$ cat config.mk
export PLATFORM = sky130hd
export DESIGN_NAME = display_scan_ctrl
export DESIGN_NICKNAME = d
export VERILOG_FILES = /design/src/rtl/display_scan_ctrl.sv
export SDC_FILE = /design/constraint.sdc
export NUM_CORES = 1
export LEC_CHECK = 0
export CORE_ASPECT_RATIO = 1.5
export CORE_UTILIZATION = 55
export DETAILED_ROUTE_END_ITERATION = 7
export DONT_BUFFER_PORTS = 1
export PLACE_DENSITY = 0.76
export SYNTH_ARGS = -nofsm -noshare
export SYNTH_HDL_FRONTEND = slang
export SYNTH_SLANG_ARGS = --single-unit
$ cat constraint.sdc
create_clock -name clk -period 2.4 [get_ports clk]
set_input_delay 0.48 -clock clk [delete_from_list [all_inputs] [get_ports clk]]
set_output_delay 0.48 -clock clk [all_outputs]
set_load 0.02 [all_outputs]
$ cat src/rtl/display_scan_ctrl.sv
// Four-digit seven-segment scan controller: per-frame snapshot of the value, anti-ghosting
// blank window per slot, optional leading-zero suppression and per-digit decimal points.
module display_scan_ctrl #(
  parameter int unsigned PRESCALE = 100000,
  parameter int unsigned BLANK    = 16
) (
  input  logic        clk,
  input  logic        reset_n,
  input  logic        enable,
  input  logic [15:0] data_in,
  input  logic [3:0]  dp_in,
  input  logic        lz_en,
  output logic [2:0]  sel,
  output logic [3:0]  an_n,
  output logic [6:0]  seg_n,
  output logic        dp_n,
  output logic        frame_tick
);

  localparam int unsigned CntW = $clog2(PRESCALE);
  localparam logic [CntW-1:0] CntMax   = CntW'(PRESCALE - 1);
  localparam logic [CntW-1:0] BlankCnt = CntW'(BLANK);

  logic [CntW-1:0] pre_cnt_q, pre_cnt_d;
  logic [1:0]      digit_q, digit_d;
  logic [15:0]     shadow_q, shadow_d;
  logic [3:0]      shadow_dp_q, shadow_dp_d;
  logic            shadow_lz_q, shadow_lz_d;
  logic [2:0]      sel_q, sel_d;
  logic [3:0]      an_n_q, an_n_d;
  logic [6:0]      seg_n_q, seg_n_d;
  logic            dp_n_q, dp_n_d;
  logic            frame_tick_q, frame_tick_d;

  logic            slot_wrap;
  logic            frame_wrap;
  logic [3:0]      nib;
  logic            blank_dig;
  logic [6:0]      seg_raw;

  assign slot_wrap  = (pre_cnt_q == CntMax);
  assign frame_wrap = slot_wrap && (digit_q == 2'd3);

  // Scan counters and frame snapshot
  always_comb begin
    pre_cnt_d    = pre_cnt_q;
    digit_d      = digit_q;
    shadow_d     = shadow_q;
    shadow_dp_d  = shadow_dp_q;
    shadow_lz_d  = shadow_lz_q;
    frame_tick_d = 1'b0;
    if (!enable) begin
      pre_cnt_d   = '0;
      digit_d     = 2'd0;
      shadow_d    = data_in;
      shadow_dp_d = dp_in;
      shadow_lz_d = lz_en;
    end else if (slot_wrap) begin
      pre_cnt_d = '0;
      digit_d   = digit_q + 2'd1;
      if (frame_wrap) begin
        shadow_d     = data_in;
        shadow_dp_d  = dp_in;
        shadow_lz_d  = lz_en;
        frame_tick_d = 1'b1;
      end
    end else begin
      pre_cnt_d = pre_cnt_q + 1'b1;
    end
  end

  // Output decode from the current state; registered below for one cycle of latency
  always_comb begin
    nib       = 4'h0;
    blank_dig = 1'b0;
    unique case (digit_q)
      2'd0: nib = shadow_q[3:0];
      2'd1: begin
        nib       = shadow_q[7:4];
        blank_dig = (shadow_q[15:4] == 12'h000);
      end
      2'd2: begin
        nib       = shadow_q[11:8];
        blank_dig = (shadow_q[15:8] == 8'h00);
      end
      2'd3: begin
        nib       = shadow_q[15:12];
        blank_dig = (shadow_q[15:12] == 4'h0);
      end
    endcase
    blank_dig = blank_dig & shadow_lz_q;

    case (nib)
      4'h0: seg_raw = 7'b1000000;
      4'h1: seg_raw = 7'b1111001;
      4'h2: seg_raw = 7'b0100100;
      4'h3: seg_raw = 7'b0110000;
      4'h4: seg_raw = 7'b0011001;
      4'h5: seg_raw = 7'b0010010;
      4'h6: seg_raw = 7'b0000010;
      4'h7: seg_raw = 7'b1111000;
      4'h8: seg_raw = 7'b0000000;
      4'h9: seg_raw = 7'b0010000;
      4'hA: seg_raw = 7'b0001000;
      4'hB: seg_raw = 7'b0000011;
      4'hC: seg_raw = 7'b1000110;
      4'hD: seg_raw = 7'b0100001;
      4'hE: seg_raw = 7'b0000110;
      default: seg_raw = 7'b0001110;
    endcase

    seg_n_d = blank_dig ? 7'h7F : seg_raw;
    dp_n_d  = blank_dig | ~shadow_dp_q[digit_q];
    sel_d   = enable ? {1'b0, digit_q} : 3'b000;
    an_n_d  = (!enable || (pre_cnt_q < BlankCnt)) ? 4'hF : ~(4'b0001 << digit_q);
  end

  always_ff @(posedge clk or negedge reset_n) begin
    if (!reset_n) begin
      pre_cnt_q    <= '0;
      digit_q      <= 2'd0;
      shadow_q     <= 16'h0000;
      shadow_dp_q  <= 4'h0;
      shadow_lz_q  <= 1'b0;
      sel_q        <= 3'b000;
      an_n_q       <= 4'hF;
      seg_n_q      <= 7'h7F;
      dp_n_q       <= 1'b1;
      frame_tick_q <= 1'b0;
    end else begin
      pre_cnt_q    <= pre_cnt_d;
      digit_q      <= digit_d;
      shadow_q     <= shadow_d;
      shadow_dp_q  <= shadow_dp_d;
      shadow_lz_q  <= shadow_lz_d;
      sel_q        <= sel_d;
      an_n_q       <= an_n_d;
      seg_n_q      <= seg_n_d;
      dp_n_q       <= dp_n_d;
      frame_tick_q <= frame_tick_d;
    end
  end

  assign sel        = sel_q;
  assign an_n       = an_n_q;
  assign seg_n      = seg_n_q;
  assign dp_n       = dp_n_q;
  assign frame_tick = frame_tick_q;

endmodule

==> summary.md <==
| Metric | Value |
|---|---|
| Status | `complete, no violations` |
| Deepest clock path buffer count | `2` |
| Required @ worst endpoint | `2.61 ns` |
| Commonest non-fill, non-tap cell in the layout | `dfrtp_1` |
| VDD IR-drop max | `0.3385 mV` |
| Post-layout util | `61.11%` |
| Core footprint | `4810 um2` |
| Vias per cell | `~5.9` |
| Root Driver | `clkbuf_8` |
| Sequential area share after synthesis | `about 50%` |
| Netlist cell types | `between 40 and 50` |
| CP cell instances | `inv_1 > ha_1 > a222oi_1 > a21o_1 > mux2i_1 > o221ai_1` |
| Clock transition at path regs | `0.09 ns` |
| Mean Syn Cell Area | `11.55 um2` |
| LEAKAGE | `1.284 nW` |
| Vias in the first global route | `1795` |
| Min Clock Period, post-route | `approximately 2.2 ns` |
| YS warnings | `0` |
| Relative slew slack | `62.91%` |
| Worst endpoint data arrival time | `2.45 ns` |
| Mapped cell area | `2726 um2` |
| Crit path max fanout | `8` |
| WL final | `5181 um` |
| Layout cells sized above 1 | `15.51%` |
| Worst path top cell family by delay | `compound AO/OA/AOI/OAI gates` |
| N_diodes | `0` |
| I/O Pins | `40` |
| CTS H-tree lvls | `2` |
| CTS buffer count | `5` |
| Worst setup EP type | `register` |
| Reg power frac | `between 60% and 70%` |
| Remaining antenna violation count after routing | `0` |
| Detailed placer's ending HPWL | `3778 um` |
| Design Power | `1.745 mW` |
| Vias | `about 1800` |
| Overflow after GRT | `0` |
| Setup CP Type | `reg -> reg` |
| Filler cell count | `400` |
| Die width | `approximately 60 um` |
| Tightest Pin Transition | `0.5545 ns` |
| Setup violators final | `0` |
| Logic pwr share | `10.9%` |
| Clk pwr share | `27.3%` |
| Area of the die | `roughly 5200 um2` |
| Clock insertion delay at the later pin of the skew report | `0.30 ns` |
| Crit path largest cell delay | `0.53 ns` |
| Yosys reg bits | `between 50 and 60` |
| Cell count after synthesis | `236` |
| Row Count | `31` |
| Pre-Repair DR Iteration Count | `6` |
| Fin area | `2939 um2` |
| Final Hold Vio Count | `0` |
| Overall global routing resource usage | `between 20% and 30%` |
| PD cells | `593.8 nW/um2` |
| Max Clock Skew | `0.009554 ns` |
| Most frequent cells in the layout | `dfrtp_1, nor2_1, mux2_1` |
| Syn nets | `~270` |
| Final Cycle Share | `between 90% and 100%` |
| Initial core utilization | `56.69%` |
| CTS tree | `done` |
| CP max stage cell | `a222oi_1` |
| Area after DPL | `2810 um2` |
| Fmax | `445.6 MHz` |
| DR WL/cell | `around 17 um` |
| Initial antenna violation count | `0` |
| First-pass GRT wire length | `8397 um` |
| Internal Pwr Total | `1.301 mW` |
| Area Growth Syn to Fin | `7.802%` |
| Critical Path Start Type | `register` |
| Final slew viol count | `0` |
| Nets | `280` |
| Max Cap Viol | `0` |
| Buf/Inv on CP | `1` |
| Port-buffer cells | `0` |
| Die height | `88.23 um` |
| Net Sw Frac | `roughly a quarter` |
| Switching power | `444.6 uW` |
| Clock sinks | `55` |
| Hold Path Class | `in -> async` |
| Largest net degree at the start of global routing | `44` |
| DR DRC count | `0` |
| 1st-iter DRT viols | `103` |
| GPL Wtd Cong | `0.8988` |
[what timing repair did]
action / in CTS / in global routing
hold endpoints to repair: 43 / 12
buffers inserted: 0 / 2
hold buffers: 1 / 1
gates resized for setup: 0 / 2
endpoints found under the setup margin: 0 / 5
[cell families (layout without fill, tap and decap cells)]
kind of cell,Yosys count,count (layout),share of synthesized area (%)
simple gates,68,68,13.22
flops,55,55,51.03
compound gates,41,41,11.29
mux,25,25,10.65
buf+inv,21,30,3.992
xor+xnor,13,13,4.176
fa+ha+maj,12,12,5.507
other cells,1,1,0.1375
[through the flow]
step / TNS, ns / cells / hold slack (ns) / worst slack (ns)
final: 0 / 311 / 0.02047 / 0.1559
after global routing: -0.009505 / 311 / 0.02244 / -0.009505
after CTS: 0 / 308 / 0.001730 / 0.05507
after detailed placement: 0 / 299 / 0.1858 / 0.05493
after global placement: 0 / 299 / 0.1858 / 0.1314
after floorplan: 0 / 236 / 0.1844 / 0.1950
[worst reg2reg max path: stages, from the launching register on]
cell	delay, ns
dfrtp_1	0.41
inv_1	0.12
ha_1	0.29
a222oi_1	0.53
a21o_1	0.37
mux2i_1	0.28
o221ai_1	0.15
[power groups by stage]
| stage | logic (mW) | clock network [mW] | registers (mW) |
|---|---|---|---|
| 3_3_place_gp | 0.160 | 0 | 1.09 |
| 4_1_cts | 0.182 | 0.494 | 1.08 |
| 3_5_place_dp | 0.163 | 0 | 1.10 |
| 2_1_floorplan | 0.136 | 0 | 1.08 |
| 5_1_grt | 0.215 | 0.534 | 1.09 |
| 6_report | 0.190 | 0.476 | 1.08 |
[synthesized netlist by cell type (all sizes together)]
library cell | count | area share, %
conb | 1 | 0.14
clkbuf | 1 | 0.14
a41oi | 1 | 0.32
a21o | 2 | 0.55
o22ai | 1 | 0.23
a22oi | 3 | 0.83
and4 | 5 | 1.6
a311o | 1 | 0.37
buf | 10 | 2.5
nand2 | 12 | 1.7
o2111a | 1 | 0.41
o21ai | 6 | 1.2
a21oi | 10 | 1.8
nor4 | 5 | 1.4
and3 | 1 | 0.23
nand4 | 8 | 2.1
a211oi | 4 | 1.1
xor2 | 12 | 3.9
o211ai | 1 | 0.28
nor3 | 1 | 0.18
a222oi | 3 | 1.1
dfstp | 12 | 12
nor2b | 3 | 0.69
and2 | 2 | 0.46
a211o | 2 | 0.64
xnor2 | 1 | 0.32
o311ai | 1 | 0.32
ha | 12 | 5.5
nor2 | 20 | 2.8
mux4 | 1 | 0.83
nand3 | 9 | 1.7
o2bb2ai | 1 | 0.32
o221ai | 3 | 0.96
mux2i | 2 | 0.73
or3 | 2 | 0.46
o31ai | 1 | 0.78
dfrtp | 43 | 39
inv | 10 | 1.4
mux2 | 22 | 9.1
[per-layer routing]
metal | up-vias | part of all wire [%] | global-route usage, %
met5 | - | 0 | 0
met4 | 0 | 1.9 | 8.874
met3 | 8 | 3.3 | 4.094
met2 | 45 | 58 | 41.68
met1 | 908 | 37 | 22.71
li1 | 867 | - | -
[layout make-up]
| type | instances | area, um2 | area share, % |
|---|---|---|---|
| Tap cell | 66 | 82.58 | 2.810 |
| Sequential cell | 55 | 1391 | 47.34 |
| Multi-Input combinational cell | 160 | 1230 | 41.85 |
| Timing Repair Buffer | 12 | 117.6 | 4.002 |
| Inverter | 10 | 37.54 | 1.277 |
| Clock buffer | 8 | 80.08 | 2.725 |
[path summary, 6_finish.rpt]
path,start,endpoint,slack [ns],cells after the start
setup / recovery,digit_q[0]$_DFFE_PN0P_,seg_n[4]$_DFF_PN1_,0.16,6
hold / removal,reset_n,shadow_q[1]$_DFFE_PN0P_,0.02,1
setup reg to reg,digit_q[0]$_DFFE_PN0P_,seg_n[4]$_DFF_PN1_,0.16,6
hold reg to reg,pre_cnt_q[0]$_DFF_PN0_,pre_cnt_q[0]$_DFF_PN0_,0.49,1
max in group asynchronous,reset_n,an_n[0]$_DFF_PN1_,1.43,1
min in group clk,data_in[0],shadow_q[0]$_DFFE_PN0P_,0.31,1
[state kept, by name, summed over array words and instances, names as in the netlist]
signal / cells
an_n: 4
digit_q: 2
dp_n: 1
frame_tick: 1
pre_cnt_q: 17
seg_n: 7
sel: 2
shadow_dp_q: 4
shadow_lz_q: 1
shadow_q: 16
(Power assumes the default switching activity.)
